$ cat src/rtl/icache_pkg.sv
// Shared widths and state encoding for the instruction-cache refill sequencer.
package icache_pkg;

    localparam int ADDR_W = 20;
    localparam int WORD_W = 32;
    localparam int CNT_W  = 8;

    typedef logic [2:0] state_t;

    localparam state_t S_IDLE   = 3'd0;
    localparam state_t S_LOOKUP = 3'd1;
    localparam state_t S_CHECK  = 3'd2;
    localparam state_t S_MEM    = 3'd3;
    localparam state_t S_FILL   = 3'd4;

endpackage

$ cat src/rtl/icache_refill_ctrl.sv
// Fetch-side sequencer: icache lookup, and on a miss a memory read that is
// filled into the icache and bypassed to the fetch stage in the same cycle.
//
//   state  | meaning
//   IDLE   | waiting for if_req; a misaligned request gives a one-cycle if_err
//   LOOKUP | icache read in flight for LOOKUP_LAT cycles
//   CHECK  | icache result valid: hit returns the word, miss goes to MEM
//   MEM    | mem_req held until mem_ack or MEM_TMO cycles without one
//   FILL   | one-cycle icache write with the memory word, forwarded to fetch
module icache_refill_ctrl
    import icache_pkg::*;
#(
    parameter int LOOKUP_LAT = 2,
    parameter int MEM_TMO    = 255
) (
    input  logic              CLK,
    input  logic              RST,
    input  logic              if_req,
    input  logic [ADDR_W-1:0] if_addr,
    output logic              if_busy,
    output logic              if_valid,
    output logic [WORD_W-1:0] if_instr,
    output logic              if_err,
    output logic              ic_read_en,
    output logic              ic_fetch,
    output logic [ADDR_W-1:0] ic_read_addr,
    output logic [ADDR_W-1:0] ic_write_addr,
    output logic [WORD_W-1:0] ic_write_data,
    input  logic              ic_miss,
    input  logic [WORD_W-1:0] ic_rdata,
    output logic              mem_req,
    output logic [ADDR_W-1:0] mem_addr,
    input  logic              mem_ack,
    input  logic [WORD_W-1:0] mem_rdata
);

    localparam logic [CNT_W-1:0] LAT_LAST = CNT_W'(LOOKUP_LAT - 1);
    localparam logic [CNT_W-1:0] TMO_LAST = CNT_W'(MEM_TMO - 1);

    state_t            r_state;
    state_t            w_state_nxt;
    logic [ADDR_W-1:0] r_a;
    logic [WORD_W-1:0] r_d;
    logic [CNT_W-1:0]  r_cnt;
    logic              r_err_pend;
    logic              w_req_seen;
    logic              w_accept;
    logic              w_misalign;
    logic              w_tmo;

    // The cycle carrying if_err ignores if_req so a held misaligned request
    // cannot retrigger before the fetch stage has seen the error.
    assign w_req_seen = if_req && !r_err_pend;
    assign w_accept   = w_req_seen && (if_addr[1:0] == 2'b00);
    assign w_misalign = w_req_seen && (if_addr[1:0] != 2'b00);
    assign w_tmo      = (r_cnt >= TMO_LAST);

    always_ff @(posedge CLK) begin
        if (RST) begin
            r_state <= S_IDLE;
        end else begin
            r_state <= w_state_nxt;
        end
    end

    always_comb begin
        w_state_nxt = r_state;
        case (r_state)
            S_IDLE: begin
                if (w_accept) w_state_nxt = S_LOOKUP;
            end
            S_LOOKUP: begin
                if (r_cnt == LAT_LAST) w_state_nxt = S_CHECK;
            end
            S_CHECK: begin
                w_state_nxt = ic_miss ? S_MEM : S_IDLE;
            end
            S_MEM: begin
                if (mem_ack) begin
                    w_state_nxt = S_FILL;
                end else if (w_tmo) begin
                    w_state_nxt = S_IDLE;
                end
            end
            S_FILL: begin
                w_state_nxt = S_IDLE;
            end
            default: begin
                w_state_nxt = S_IDLE;
            end
        endcase
    end

    always_ff @(posedge CLK) begin
        if (RST) begin
            r_a        <= '0;
            r_d        <= '0;
            r_cnt      <= '0;
            r_err_pend <= 1'b0;
        end else begin
            r_err_pend <= (r_state == S_IDLE) && w_misalign;
            if ((r_state == S_IDLE) && w_accept) begin
                r_a <= if_addr;
            end
            if ((r_state == S_MEM) && mem_ack) begin
                r_d <= mem_rdata;
            end
            if (w_state_nxt != r_state) begin
                r_cnt <= '0;
            end else if (r_cnt != {CNT_W{1'b1}}) begin
                r_cnt <= r_cnt + 1'b1;
            end
        end
    end

    always_comb begin
        if_valid   = 1'b0;
        if_instr   = '0;
        if_err     = 1'b0;
        ic_read_en = 1'b0;
        ic_fetch   = 1'b0;
        mem_req    = 1'b0;
        case (r_state)
            S_IDLE: begin
                if_err = r_err_pend;
            end
            S_LOOKUP: begin
                ic_read_en = 1'b1;
            end
            S_CHECK: begin
                ic_read_en = 1'b1;
                if (!ic_miss) begin
                    if_valid = 1'b1;
                    if_instr = ic_rdata;
                end
            end
            S_MEM: begin
                mem_req = 1'b1;
                if (w_tmo && !mem_ack) if_err = 1'b1;
            end
            S_FILL: begin
                ic_fetch = 1'b1;
                if_valid = 1'b1;
                if_instr = r_d;
            end
            default: begin
                if_valid = 1'b0;
            end
        endcase
    end

    assign if_busy       = (r_state != S_IDLE);
    assign ic_read_addr  = r_a;
    assign ic_write_addr = r_a;
    assign ic_write_data = r_d;
    assign mem_addr      = r_a;

endmodule
$ cat config.mk
export PLATFORM = sky130hd
export DESIGN_NAME = icache_refill_ctrl
export DESIGN_NICKNAME = d
export VERILOG_FILES = /design/src/rtl/icache_pkg.sv /design/src/rtl/icache_refill_ctrl.sv
export SDC_FILE = /design/constraint.sdc
export NUM_CORES = 1
export LEC_CHECK = 0
export BUFFER_PORTS_ARGS = -buffer_cell sky130_fd_sc_hd__buf_2
export CORE_MARGIN = 3
export CORE_UTILIZATION = 42
export DETAILED_ROUTE_END_ITERATION = 8
export GPL_ROUTABILITY_DRIVEN = 0
export GPL_TIMING_DRIVEN = 1
export PLACE_DENSITY = 0.82
export SYNTH_ARGS = -nofsm -noshare
export SYNTH_HDL_FRONTEND = slang
export SYNTH_SLANG_ARGS = --single-unit
$ cat constraint.sdc
create_clock -name CLK -period 3.1 [get_ports CLK]
set_input_delay 0.62 -clock CLK [delete_from_list [all_inputs] [get_ports CLK]]
set_output_delay 0.62 -clock CLK [all_outputs]
set_load 0.05 [all_outputs]
# Word-level counts from Yosys, hierarchy flattened
# Cells that the tools add are included.
[word_totals] regBits=64 inputBits=89 out_inout_bits=130
[op_classes] add_sub_neg=1 magnitude_cmp=1 n_eq_ne=7 n_mux=15 reduce_logical=15
[op_table] operator="$pmux W32 S2" count=1
[op_table] operator="$mux W32" count=1
[op_table] operator="$mux W3" count=4
[op_table] operator="$pmux W3 S4" count=1
[op_table] operator="$add A8 B1 Y8 const B" count=1
[op_table] operator="$eq A8 B1 Y1 const B" count=1
[op_table] operator="$ge A8 B8 Y1 const B" count=1
[op_table] operator="$ne A8 B8 Y1 const B" count=1
[op_table] operator="$logic_and A1 B1 Y1" count=7
[op_table] operator="$eq A3 B2 Y1 const B" count=2
[op_table] operator="$mux W1" count=5
[op_table] operator="$pmux W1 S2" count=2
[op_table] operator="$reduce_or A2 Y1" count=2
[op_table] operator="$eq A3 B1 Y1 const B" count=1
[op_table] operator="$eq A3 B3 Y1 const B" count=1
[op_table] operator="$logic_not A3 Y1" count=1
[op_table] operator="$ne A3 B3 Y1" count=1
[op_table] operator="$reduce_bool A3 Y1" count=1
[op_table] operator="$logic_not A1 Y1" count=2
[op_table] operator="$logic_not A2 Y1" count=1
[op_table] operator="$mux W2" count=1
[op_table] operator="$reduce_bool A2 Y1" count=1

# Longest topological paths before layout
# Gate-level depths: netlist (run 1).
[logic_depth] depth_word=7 mapped_depth=7

# Least setup slack after synthesis (run 1)
# Ideal clock, no wire load.
[synth_path] path_type="reg2out" startpoint="reg r_state[1]" endpoint="out if_err" arrival_time_ps=2175 path_slack_ps=305 stages_incl_launch_ff=5 path_buffers=1 path_cell_list="dfxtp_1 -> buf_2 -> nor3_2 -> inv_1 -> o21ai_0"
[synth_via] elab_chain_cells=2 word_cells_on_any_way=3 cone_classes="eq/ne (1); mux (1); reduce/logical (1)"
[synth_lines] element="start: declaration" line_no="icache_refill_ctrl.sv:40" source="state_t r_state;"
[synth_lines] element="start signal: assignment" line_no="icache_refill_ctrl.sv:62" source="r_state <= w_state_nxt;"
[synth_lines] element="$eq A3 B2 Y1 or $logic_not A3 Y1 (tied branches)" line_no="icache_refill_ctrl.sv:123" source="case (r_state)"
[synth_lines] element="$pmux W1 S2 *" line_no="icache_refill_ctrl.sv:123"
[synth_lines] element="end: declaration" line_no="icache_refill_ctrl.sv:23" source="output logic if_err,"
# Mark *: on every way between the ends. The rest lies on a longest branch, timed or not.

# Worst setup path after layout (run 1)
[layout_path] startpoint="reg r_state[1]" endpoint="out if_instr[23]"
[layout_via] elab_chain_cells=2 word_cells_on_any_way=3 cone_classes="eq/ne (2); mux (1)"
[layout_lines] element="$eq A3 B3 Y1 or $eq A3 B2 Y1 (tied branches)" line_no="icache_refill_ctrl.sv:123"
[layout_lines] element="$pmux W32 S2 *" line_no="icache_refill_ctrl.sv:123"
[layout_lines] element="end: declaration" line_no="icache_refill_ctrl.sv:22" source="output logic [WORD_W-1:0] if_instr,"
# Marks and branches as above.

==> results of run 1 <==
[layer usage]
layer / vias up / GRT usage (%)
li1: 1544 / -
met1: 1539 / 27.3
met2: 155 / 37.0
met3: 8 / 6.64
met4: 2 / 7.05
met5: - / 0
[metrics by stage]
stage / utilization [%] / area, µm² / power [µW] / setup slack, ns / std cells
6_report: 60.0 / 4160 / 1940 / 0.272 / 611
3_3_place_gp: 56.7 / 3940 / 1150 / 0.760 / 594
3_5_place_dp: 56.7 / 3940 / 1150 / 0.660 / 594
5_1_grt: 59.9 / 4160 / 2020 / 0.146 / 610
4_1_cts: 59.9 / 4160 / 1960 / 0.267 / 610
2_1_floorplan: - / 3090 / 1070 / 0.305 / 338
[final timing paths]
path | slack (ns) | cells after the start | from | endpoint
hold reg to reg | 0.48 | 2 | ic_read_addr[13] | ic_read_addr[13]
setup reg to reg | 0.86 | 4 | r_state[0] | ic_write_data[26]
setup / recovery | 0.27 | 6 | r_state[1] | if_instr[23]
hold / removal | 0.48 | 2 | ic_read_addr[13] | ic_read_addr[13]
[cells in the final DEF (no fill, tap or decap), drive strengths merged, types with 4 or more instances in the layout]
| cell | n |
|---|---|
| nand2 | 41 |
| nand3 | 10 |
| o21ai | 15 |
| nor3 | 4 |
| inv | 7 |
| buf | 222 |
| a22o | 64 |
| and2 | 4 |
| dfxtp | 64 |
| a21oi | 22 |
| nor2 | 6 |
| clkbuf | 9 |
| nand4 | 6 |
[state kept, by name, summed over array words and instances (netlist names)]
signal and count:
ic_write_data 32, ic_read_addr 20, r_cnt 8, r_state 3
r_err_pend 1
[cells by family (layout without fill, tap and decap cells)]
group / count (synthesis) / count (layout) / share of synthesized area [%]
simple gates: 87 / 87 / 14.8
fa+ha+maj: 3 / 3 / 1.22
xor+xnor: 1 / 1 / 0.284
buf+inv: 68 / 244 / 13.8
flops: 64 / 64 / 41.5
other cells: 0 / 1 / 0
compound gates: 115 / 115 / 28.4
[layout make-up]
type	count	area share [%]
antenna	1	0.0601
clock buffer	9	2.97
clock inverter	7	2.46
inverter	6	0.541
multi-input combinational	206	33.4
sequential	64	30.8
tap	96	2.88
timing repair buffer	222	26.9
[where the power goes]
| part | switching [µW] | internal, µW |
|---|---|---|
| clock | 350 | 461 |
| sequential | 18.2 | 836 |
| combinational | 191 | 87.0 |
[critical path, cell delays in order (launching register included)]
cell,delay [ns]
dfxtp_1,0.50
inv_2,0.08
or3_1,0.39
nor2_2,0.10
buf_4,0.33
a22o_1,0.20
buf_2,0.26
[synthesized netlist by cell type, drive strengths merged (2+ instances only)]
library cell	count	area share (%)
nand4	6	1.4
inv	5	0.61
a21oi	22	3.6
nor3	4	0.97
nand3	10	1.6
clkbuf	6	0.73
nand2	41	5.0
and3	2	0.41
a31oi	2	0.41
a22o	64	18
nor4b	2	0.97
and2	4	0.81
ha	3	1.2
or3	3	0.61
and4	2	0.57
dfxtp	64	42
nor2	6	0.73
buf	56	12
o211ai	2	0.49
a211oi	2	0.65
o21ai	15	2.4
==> impl_metrics.yaml, run 1 <==
cts:
  clockBufferDepth: 2
  cts_made_buffers: 9
  post_cts_buffers: 0
  root_buffer: "clkbuf_8"
  cts_tree: "built"
  clk_pin_slew_ns: 0.07
  clock-sinks: 64
  htree_num_levels: 3
  cts.hold.buffers_added: 0
  insertion_delay_ns: 0.34
  cts-resized-gates: 0
die:
  start_util_pct: 44.4
  io_pins: 219
  die_w_um: 91.7
  coreArea_um2: 6940
  rows: 30
  dieArea_um2: 8410
  die_h_um: 91.7
detailed_routing:
  wl_met1_um: 3880
  top_layer_used: "met5"
  antenna_left: 0
  drcViolationCount: 0
  vias_per_cell: 5.32
  finalWirelength_um: 9780
  dr_total_vias: 3248
  wl_met3_um: 895
  wl_per_cell_um: 16.0
  wl_met2_um: 4910
  drt_first_pass_iters: 4
  drtIter0Drc: 149
sta:
  fin_setup_tns_ns: 0
  fin_crit_sh_pct: 91.2
  slew_viol_final: 0
  fin_crit_ns: 2.83
  fmax_ghz: 0.354
  finalHoldViolCount: 0
  holdWs_ns: 0.484
  rsz0062_at_grt: "false"
  worst_pin_slew_ns: 1.16
  finalSetupViolations: 0
  slew_headroom_pct: 22.5
  finClkSkew_ns: 0.0111
power:
  ir_worst_vdd_mv: 0.249
  p_leak_uw: 0.00216
  p_per_area_nw_per_um2: 467
worst_setup_path:
  cp_max_fo: 33
  end_kind: "output pin"
  cp.arrival_ns: 2.21
  criticalPathCategory: "flip-flop to output pin"
  crit_path_start_kind: "flip-flop"
  worstPathRequired_ns: 2.48
finish:
  drive_above_1_share_pct: 48.8
  multi_input_area_um2: 1390
  area_delta_synth_final_pct: 35.0
  seq_area_um2: 1280
  nFillCells: 599
  finalNetCount: 601
synthesis:
  synthesis.area_um2: 3090
  synthArstFlopShare_pct: 0
  yosysUniqueCellTypes: 44
  ys_seq_area_share_pct: 41.5
  synth_area_per_cell_um2: 9.13
  synth-edff-count: 0
  syn_inst: 338
  yosysWarningCount: 0
  synth_nets: 430
  synth_ff_type: "dfxtp_1"
  synth-seq-cells: 64
global_route:
  grt_antenna_before_repair: 1
  track_usage_pct: 22.1
  grt_max_degree: 35
  grt_overflow: 0
  grt_pass1_vias: 2990
  grt_first_pass_wirelength_um: 15100
job:
  drv_cap: 0
placed_design:
  place_hpwl_um: 7410
  io_buffers: 218
worst_hold_path:
  min_path_type: "flip-flop to flip-flop"
run_status:
  status: "finished clean"
Power figures use the tool's default switching activity.
==> run 2: changes to the inputs <==
CELL_PAD_IN_SITES_DETAIL_PLACEMENT = 0   (was unset)
CELL_PAD_IN_SITES_GLOBAL_PLACEMENT = 2   (was unset)
CORE_UTILIZATION = 23   (was 42)
PLACE_DENSITY = 0.85   (was 0.82)
==> run 2 against run 1 <==
  * Critical path depth is the same
  * Flip-flop and latch count is the same
  * Clock-buffer cell count grew 3
  * Wire length shrank 1.2%
  * Clock skew shrank 0.0033 ns
==> impl_metrics.yaml, run 2 (synthesis results as in run 1) <==
worst_setup_path:
  crit_path_start_kind: "flip-flop"
  crit_slowest_cell: "dfxtp_1"
  path_delay_family: "buffers and inverters"
  worstPathRequired_ns: 2.48
  critical_path.max_stage_delay_ns: 0.50
  cp_cell_sequence: "inv_2, or3_1, nor2_2, buf_4, a22o_1, buf_2"
  cp_max_fo: 33
  crit_end: "if_instr[0]"
  cp-startpoint: "r_state[1]"
  crit_buf_inv: 3
  end_kind: "output pin"
  r2r-end: "ic_write_data[4]"
  r2r_slack_ns: 0.87
  cp.arrival_ns: 2.20
  criticalPathCategory: "flip-flop to output pin"
  crit_cells: 6
  reg2reg_from: "r_state[0]"
  reg2reg_depth: 4
detailed_routing:
  drcViolationCount: 0
  dr_total_vias: 3142
  finalWirelength_um: 9660
  drt_first_pass_iters: 4
  drtIter0Drc: 119
  wl_per_cell_um: 14.1
  vias_per_cell: 4.59
  antenna_left: 0
worst_hold_path:
  whs_path_depth: 2
  min_path_type: "flip-flop to flip-flop"
cts:
  cts_made_buffers: 9
  cts-resized-gates: 0
  root_buffer: "clkbuf_16"
  clock-sinks: 64
  cts_tree: "built"
  insertion_delay_ns: 0.32
  post_cts_buffers: 0
  clockBufferDepth: 2
  htree_num_levels: 3
  cts.hold.buffers_added: 0
  clk_pin_slew_ns: 0.05
die:
  start_util_pct: 24.0
  dieArea_um2: 14800
  die_h_um: 122
  io_pins: 219
  coreArea_um2: 12900
  rows: 41
  die_w_um: 122
global_route:
  grt_first_pass_wirelength_um: 14700
  grt_max_degree: 35
  grt_overflow: 0
  met3_usage_pct: 3.57
  busiest_layer: "met2"
  grt_pass1_vias: 3004
  grt_use_met1_pct: 14.8
  track_usage_pct: 12.6
  met2_usage_pct: 21.5
  grt_antenna_before_repair: 0
placed_design:
  place_area_um2: 4040
  place_hpwl_um: 7220
  place_inst: 671
  place_ws_ns: 0.636
  io_buffers: 218
sta:
  finalSetupViolations: 0
  finalHoldViolCount: 0
  holdWs_ns: 0.475
  slew_viol_final: 0
  worst_pin_slew_ns: 1.22
  fin_setup_tns_ns: 0
  fin_ws_ns: 0.277
  finClkSkew_ns: 0.00781
  fin_crit_ns: 2.82
  slew_headroom_pct: 18.4
  rsz0062_at_grt: "false"
  fin_crit_sh_pct: 91.1
  fmax_ghz: 0.354
finish:
  final_cell_mix: "buf_2 (218), a22o_1 (64), dfxtp_1 (64)"
  nFillCells: 1351
  insertedDiodeCount: 0
  final_cells: 684
  finalNetCount: 602
  final_area_um2: 4300
  layout_commonest_cell: "buf_2"
  drive_above_1_share_pct: 48.4
  area_delta_synth_final_pct: 39.3
  largest_reg_flops: 32
power:
  ir_worst_vdd_mv: 0.233
  p_per_area_nw_per_um2: 472
  p_leak_uw: 0.00219
run_status:
  status: "finished clean"
job:
  drv_cap: 0
-- run 2: metal layers --
metal	vias to the layer above	routed length, µm
met5	-	0
met4	0	134
met3	13	860
met2	160	4650
met1	1423	4020
li1	1546	-
-- run 2: worst reg2reg max path, cell delays in order (launching register included) --
cell      delay (ns)
dfxtp_1         0.43
nand2b_1        0.17
nor2_1          0.24
and3_1          1.01
a22o_1          0.31
-- run 2: power by group --
| group | internal (µW) | total, µW | switching [µW] |
|---|---|---|---|
| registers | 839 | 857 | 18.1 |
| clock network | 569 | 896 | 327 |
| logic | 87.5 | 277 | 190 |
-- run 2: final cells by class --
type / count / area (µm²) / share of cell area (%)
sequential: 64 / 1280 / 29.8
clock inverter: 1 / 5.00 / 0.116
clock buffer: 12 / 256 / 5.97
timing repair buffer: 223 / 1130 / 26.3
multi-input combinational: 206 / 1390 / 32.3
tap: 172 / 215 / 5.01
inverter: 6 / 22.5 / 0.524
-- run 2: metrics by stage --
step           total power, µW  utilization [%]
6_report                  2030             33.4
5_1_grt                   2140             33.4
4_1_cts                   2070             33.4
3_5_place_dp              1150             31.4
3_3_place_gp              1150             31.4
2_1_floorplan             1070                -
-- run 2: worst min path at each step --
| stage | startpoint | to |
|---|---|---|
| 6_report | ic_read_addr[3] | ic_read_addr[3] |
| 4_1_cts | ic_read_addr[3] | ic_read_addr[3] |
| 3_5_place_dp | ic_read_addr[3] | ic_read_addr[3] |
| 3_3_place_gp | ic_read_addr[8] | ic_read_addr[8] |
| 5_1_grt | mem_rdata[9] | ic_write_data[9] |
| 2_1_floorplan | r_err_pend | r_err_pend |
